## src/rtl/apb_controller.sv

```systemverilog
// APB-side sequencer of the AHB-to-APB bridge: turns each qualified AHB transfer into one
// APB SETUP/ACCESS sequence and stalls the AHB master via Hreadyout while it is in flight.
module apb_controller (
    input  logic        Hclk,
    input  logic        Hresetn,
    input  logic        valid,
    input  logic [2:0]  tempselx,
    input  logic        Hwrite,
    input  logic [31:0] Haddr,
    input  logic [31:0] Hwdata,
    output logic [2:0]  Pselx,
    output logic        Penable,
    output logic        Pwrite,
    output logic [31:0] Paddr,
    output logic [31:0] Pwdata,
    output logic        Hreadyout
);

    typedef enum logic [2:0] {
        StIdle,
        StRead,
        StRenable,
        StWwait,
        StWrite,
        StWenable
    } state_e;

    state_e      state_q, state_d;
    logic [2:0]  pselx_q, pselx_d;
    logic [2:0]  sel_lat_q, sel_lat_d;
    logic        penable_q, penable_d;
    logic        pwrite_q, pwrite_d;
    logic [31:0] paddr_q, paddr_d;
    logic [31:0] pwdata_q, pwdata_d;
    logic        hreadyout_q, hreadyout_d;

    // Accept a new transfer only where Hreadyout is high: IDLE and the two ACCESS states.
    logic accept_point;
    assign accept_point = (state_q == StIdle) || (state_q == StRenable) ||
                          (state_q == StWenable);

    always_comb begin
        state_d     = state_q;
        pselx_d     = pselx_q;
        sel_lat_d   = sel_lat_q;
        penable_d   = penable_q;
        pwrite_d    = pwrite_q;
        paddr_d     = paddr_q;
        pwdata_d    = pwdata_q;
        hreadyout_d = hreadyout_q;

        if (accept_point) begin
            if (valid && !Hwrite) begin
                state_d     = StRead;
                paddr_d     = Haddr;
                pselx_d     = tempselx;
                pwrite_d    = 1'b0;
                penable_d   = 1'b0;
                hreadyout_d = 1'b0;
            end else if (valid && Hwrite) begin
                // Write data arrives one cycle later, so park the select until then.
                state_d     = StWwait;
                paddr_d     = Haddr;
                sel_lat_d   = tempselx;
                pselx_d     = 3'b000;
                penable_d   = 1'b0;
                hreadyout_d = 1'b0;
            end else begin
                state_d     = StIdle;
                pselx_d     = 3'b000;
                penable_d   = 1'b0;
                hreadyout_d = 1'b1;
            end
        end else begin
            unique case (state_q)
                StRead: begin
                    state_d     = StRenable;
                    penable_d   = 1'b1;
                    hreadyout_d = 1'b1;
                end
                StWwait: begin
                    state_d     = StWrite;
                    pwdata_d    = Hwdata;
                    pselx_d     = sel_lat_q;
                    pwrite_d    = 1'b1;
                    penable_d   = 1'b0;
                    hreadyout_d = 1'b0;
                end
                StWrite: begin
                    state_d     = StWenable;
                    penable_d   = 1'b1;
                    hreadyout_d = 1'b1;
                end
                default: begin
                    state_d     = StIdle;
                    pselx_d     = 3'b000;
                    penable_d   = 1'b0;
                    hreadyout_d = 1'b1;
                end
            endcase
        end
    end

    always_ff @(posedge Hclk or negedge Hresetn) begin
        if (!Hresetn) begin
            state_q     <= StIdle;
            pselx_q     <= 3'b000;
            sel_lat_q   <= 3'b000;
            penable_q   <= 1'b0;
            pwrite_q    <= 1'b0;
            paddr_q     <= 32'h0;
            pwdata_q    <= 32'h0;
            hreadyout_q <= 1'b1;
        end else begin
            state_q     <= state_d;
            pselx_q     <= pselx_d;
            sel_lat_q   <= sel_lat_d;
            penable_q   <= penable_d;
            pwrite_q    <= pwrite_d;
            paddr_q     <= paddr_d;
            pwdata_q    <= pwdata_d;
            hreadyout_q <= hreadyout_d;
        end
    end

    assign Pselx     = pselx_q;
    assign Penable   = penable_q;
    assign Pwrite    = pwrite_q;
    assign Paddr     = paddr_q;
    assign Pwdata    = pwdata_q;
    assign Hreadyout = hreadyout_q;

endmodule

```

## config.mk

```make
export PLATFORM = sky130hd
export DESIGN_NAME = apb_controller
export DESIGN_NICKNAME = d
export VERILOG_FILES = /design/src/rtl/apb_controller.sv
export SDC_FILE = /design/constraint.sdc
export NUM_CORES = 1
export LEC_CHECK = 0
export CAP_MARGIN = 20
export CORE_UTILIZATION = 41
export DETAILED_ROUTE_END_ITERATION = 10
export HOLD_SLACK_MARGIN = 0.03
export PLACE_DENSITY = 0.79
export SYNTH_ARGS = -nofsm -noshare
export SYNTH_HDL_FRONTEND = slang
export SYNTH_SLANG_ARGS = --single-unit
export TNS_END_PERCENT = 10
```

## constraint.sdc

```tcl
create_clock -name Hclk -period 2 [get_ports Hclk]
set_clock_uncertainty 0.2 [all_clocks]
set_input_delay 0.5 -clock Hclk [delete_from_list [all_inputs] [get_ports Hclk]]
set_output_delay 0.5 -clock Hclk [all_outputs]
set_load 0.05 [all_outputs]
```

==> Word-level counts from Yosys, hierarchy flattened <==
Index checks and enable logic that the tools add are counted.
{ "word_totals": {"out_inout_bits": 70, "elab_cells": 48, "in_bits": 71, "reg_bits": 76} }
{ "classes": {"reduce_logical": 13, "bitwise": 2, "muxes": 18, "n_eq_ne": 7} }
{ "ops": {"columns": ["operator", "count"], "rows": [
  ["$mux W32", 2],
  ["$mux W1", 9],
  ["$mux W3", 3],
  ["$pmux W3 S3", 1],
  ["$eq A3 B2 Y1 const B", 2],
  ["$eq A3 B3 Y1 const B", 2],
  ["$pmux W3 S2", 1],
  ["$reduce_and A2 Y1", 3],
  ["$mux W2", 2],
  ["$ne A2 B1 Y1 const B", 2],
  ["$reduce_bool A2 Y1", 2],
  ["$eq A3 B1 Y1 const B", 1],
  ["$logic_not A3 Y1", 1],
  ["$reduce_and A3 Y1", 1],
  ["$logic_and A1 B1 Y1", 2],
  ["$logic_or A1 B1 Y1", 2],
  ["$not A1 Y1", 2],
  ["$reduce_or A2 Y1", 1],
  ["$logic_not A1 Y1", 1]
]} }

==> Longest topological paths before layout <==
Gate-level depths: netlist (run 1).
{ "depth": {"ltp_word": 5, "depth_mapped": 6, "depth_no_buf": 3} }

==> Worst setup path after synthesis (run 1) <==
No wires, ideal clock.
{ "synth_timing": {"path_kind": "flip-flop to flip-flop", "start": "register state_q[0]", "end": "register paddr_q[10], in the netlist Paddr[10]", "arrival_ns": 1.483, "stages_incl_launch_ff": 7, "n_path_buf": 3, "period_less_slack_ns": 1.808, "setup_slack_ns": 0.192, "required_ns": 1.675, "cell_sequence": "dfrtp_1 -> buf_6 -> and3b_1 -> buf_2 -> o21ai_4 -> buf_6 -> mux2_4"} }
{ "synth_via": {"elab_chain_cells": 4, "word_cells_on_any_way": 6, "classes_between": "2 x eq/ne; 4 x reduce/logical"} }
{ "synth_rtl": {"columns": ["element", "line", "rtl"], "rows": [
  ["start, declared", "28", "state_e state_q, state_d;"],
  ["start signal, assigned", "106", "state_q <= StIdle;"],
  ["start signal, assigned", "115", "state_q <= state_d;"],
  ["$eq A3 B2 Y1 or $logic_not A3 Y1 (tied branches)", "39", "assign accept_point = (state_q == StIdle) || (state_q == StRenable) ||"],
  ["$logic_or A1 B1 Y1", "39", null],
  ["$logic_or A1 B1 Y1 (*)", "39", null],
  ["$reduce_and A2 Y1 (no source line) (*)", null, null],
  ["end signal, assigned", "120", "paddr_q <= paddr_d;"],
  ["end, declared", "33", "logic [31:0] paddr_q, paddr_d;"]
]} }
Mark *: on every way between the ends. The rest lies on a longest branch, timed or not.
A chain may end at the register's enable or synchronous reset.

==> Worst setup path after layout (run 1) <==
{ "layout_timing": {"start": "register state_q[0]", "end": "register paddr_q[6], in the netlist Paddr[6]"} }
Same word-level chain as after synthesis.

==> results of run 1 <==
-- cell type report --
| type | instances | share of cell area, % |
|---|---|---|
| sequential | 76 | 39.8 |
| multi-input combinational | 167 | 23.0 |
| clock buffer | 13 | 3.32 |
| tap | 99 | 2.59 |
| timing repair buffer | 156 | 29.7 |
| clock inverter | 3 | 1.44 |
| inverter | 2 | 0.157 |
-- kinds of logic after synthesis --
kind of cell,Yosys count,synth area share [%]
and+or+nand+nor,116,15.6
DFF,76,61.5
muxes,35,16.2
AOI/OAI and AO/OA,15,3.35
buffers and inverters,15,3.03
xor gates and xnor gates,1,0.283
-- registers in the layout, summed over array words and instances, names as in the netlist --
signal,flops
Paddr,32
state_q,3
sel_lat_q,3
Pselx,3
Penable,1
Hreadyout,1
Pwdata,32
Pwrite,1
-- worst min-delay path, stage by stage (launching register included) --
cell	delay (ns)
dfrtp_1	0.34
nand2_1	0.05
nand2_1	0.05
-- metal layers --
| metal | share of wire [%] | vias up | global-route usage [%] |
|---|---|---|---|
| li1 | - | 1151 | - |
| met1 | 43 | 1111 | 23.8 |
| met2 | 46 | 113 | 31.0 |
| met3 | 9.6 | 12 | 5.72 |
| met4 | 1.3 | 0 | 8.50 |
| met5 | 0 | - | 0 |
-- how the worst min path moves through the flow --
stage                          start    endpoint  slack [ns]  depth (start not counted)
final                      Pwdata[7]   Pwdata[7]        0.28                          2
after CTS                  Pwdata[7]   Pwdata[7]        0.28                          2
after global routing      Pwdata[27]  Pwdata[27]        0.32                          2
after detailed placement   Pwdata[7]   Pwdata[7]        0.26                          2
after floorplan              Hresetn    Paddr[0]       0.004                          0
after global placement     Pwdata[2]   Pwdata[2]        0.26                          2
-- power by group through the flow --
stage / clock [mW] / combinational, mW / sequential [mW]
final: 1.31 / 5.77 / 2.78
after floorplan: 0 / 1.55 / 5.19
after detailed placement: 0 / 5.81 / 2.80
after global placement: 0 / 5.70 / 2.77
after CTS: 1.35 / 5.81 / 2.79
after global routing: 1.43 / 6.10 / 2.88
-- layout by cell type (no fill, tap or decap), drive strengths merged, types with 3 or more instances in the layout --
cell           netlist  layout
mux2                35      35
and3b                5       5
buf                  8      86
a31oi                3       3
nand2              100     100
clkdlybuf4s50        0      69
clkbuf               5      13
nor3                 3       3
dfrtp               75      75
o21ai                7       7
nand2b               3       3
-- per-stage QoR --
stage / hold slack (ns) / util (%)
after floorplan: 0.00441 / -
after global placement: 0.261 / 62.3
after detailed placement: 0.263 / 62.3
after CTS: 0.282 / 65.6
after global routing: 0.316 / 65.6
final: 0.277 / 65.6
-- timing repair --
action                                 in CTS  in global routing
gates resized for setup                     0                  0
endpoints found under the hold margin      30                  0
setup endpoints to repair                   0                  0
hold buffers                                1                  0
setup buffers                               0                  0
==> results.yml, run 1 <==
run_status:
  outcome: "completed"
clock_network:
  h-tree-depth: 3
  clock_latency_ns: 0.34
  cts_sinks: 76
  clock-root-buffer: "clkbuf_8"
  cts_tree: "built"
  clk_pin_slew_ns: 0.07
  cts_buffer_depth: 2
  cts_buffers: 9
setup_path:
  slowest_delay_ns: 0.42
  r2r_cells: 4
  crit_cells: 4
  cp_max_fo: 9
  rr_endpoint: "Paddr[6]"
  worst_setup_path_endpoint: "Paddr[6]"
  cp_top_family: "flip-flops"
  reg2reg_slack_ns: 0.20
  worstPathArrival_ns: 1.82
  crit_path_start: "state_q[0]"
  endpoint_kind: "flop"
  startpoint_type: "flop"
  crit_path_cell_trace: "and3b_1 -> o21ai_4 -> buf_12 -> mux2_2"
  crit_slowest_cell: "dfrtp_1"
  reg2reg_from: "state_q[0]"
  required_ns: 2.02
  crit_buf_inv: 1
  critPathKind: "reg -> reg"
sta:
  setup_viol: 0
  timing.final.ws_setup_ns: 0.200
  max_freq_mhz: 556
  setup_tns_ns: 0
  maxSlewViolCount: 0
  fin_crit_sh_pct: 90.0
  worst_pin_slew_ns: 0.431
  finalHoldViolations: 0
  fin_crit_ns: 1.80
  rsz0062_at_grt: "no"
  relSlewSlack_pct: 71.3
global_route:
  track_usage_pct: 19.1
  grt_remaining_overflow: 0
  grt_max_degree: 35
  antenna_found_initial: 0
  grt_pass1_vias: 2308
  grt_first_pass_wirelength_microns: 11400
floorplan:
  die_h_microns: 88.9
  core_area_sq_um: 7290
  die_w_microns: 88.9
  die-area_sq_um: 7900
  num_rows: 31
  io-pin-count: 141
  start_util_pct: 42.5
synth:
  yosys-top-cells-area: "dfrtp_1 (61%), mux2_4 (14%), nand2_1 (12%)"
  yosys_warnings: 0
  syn_area_sq_um: 3100
  synthFlopType: "dfrtp_1"
  synth_nets: 329
  synth-edff-count: 0
  synthArstFlopShare_pct: 100
  ys_top_cells_by_count: "nand2_1 (100), dfrtp_1 (75), mux2_4 (29), mux2_2 (6), o21ai_0 (6)"
  synth_area_per_cell_sq_um: 12.0
  netlist.area_leader.share_pct: 60.6
  ys_seq_elements: 76
  seq_area_frac_synth_pct: 61.5
  syn_inst: 258
  synth_top_cell_by_area: "dfrtp_1"
  synth.distinct_cells: 26
  synth_most_common_cell: "nand2_1"
pwr:
  clock_power_share_pct: 13.3
  vdd_drop_max_mv: 0.950
  p_switching_mw: 4.65
  seq_power_share_pct: 28.2
  power_frac_comb_pct: 58.5
  leakage_nw: 2.41
  p_int_mw: 5.21
  switching_share_pct: 47.2
  finalPower_mw: 9.86
  p_per_area_nw_per_um2: 2060
routing:
  dr.pass1.iters: 4
  num_vias: 2387
  routed_wl_microns: 7290
  drc_errors: 0
  ant_nets: 0
  vias_per_cell: 4.63
  first_iter_violations: 95
  wire_per_inst_microns: 14.1
cells_and_area:
  instances_no_fill: 516
  multi_input_area_sq_um: 1100
  register_area_sq_um: 1900
  final_net_count: 483
  area_growth_pct: 54.5
  antenna_cells: 0
  drive_gt1_share_pct: 33.3
  finalInstanceArea_sq_um: 4780
  fillers: 585
job:
  drv_cap: 0
place:
  dp_cells: 499
  numPortBuffers: 140
  place.gp.congestion: 0.769
  pre_cts_ws_ns: -0.0981
  place_hpwl_microns: 5360
  dpl_cell_area_sq_um: 4540
worst_hold_path:
  hold_class: "reg -> reg"
(Power assumes the default switching activity.)
==> run 2, diff against run 1 <==
--- a/config.mk
+++ b/config.mk
@@ -10,6 +10,8 @@
 export DETAILED_ROUTE_END_ITERATION = 10
 export HOLD_SLACK_MARGIN = 0.03
 export PLACE_DENSITY = 0.79
+export SETUP_SLACK_MARGIN = 0.05
+export SKIP_LAST_GASP = 1
 export SYNTH_ARGS = -nofsm -noshare
 export SYNTH_HDL_FRONTEND = slang
 export SYNTH_SLANG_ARGS = --single-unit
==> results of run 2 <==
No change in the layout: final DEF, timing and power equal those of run 1.
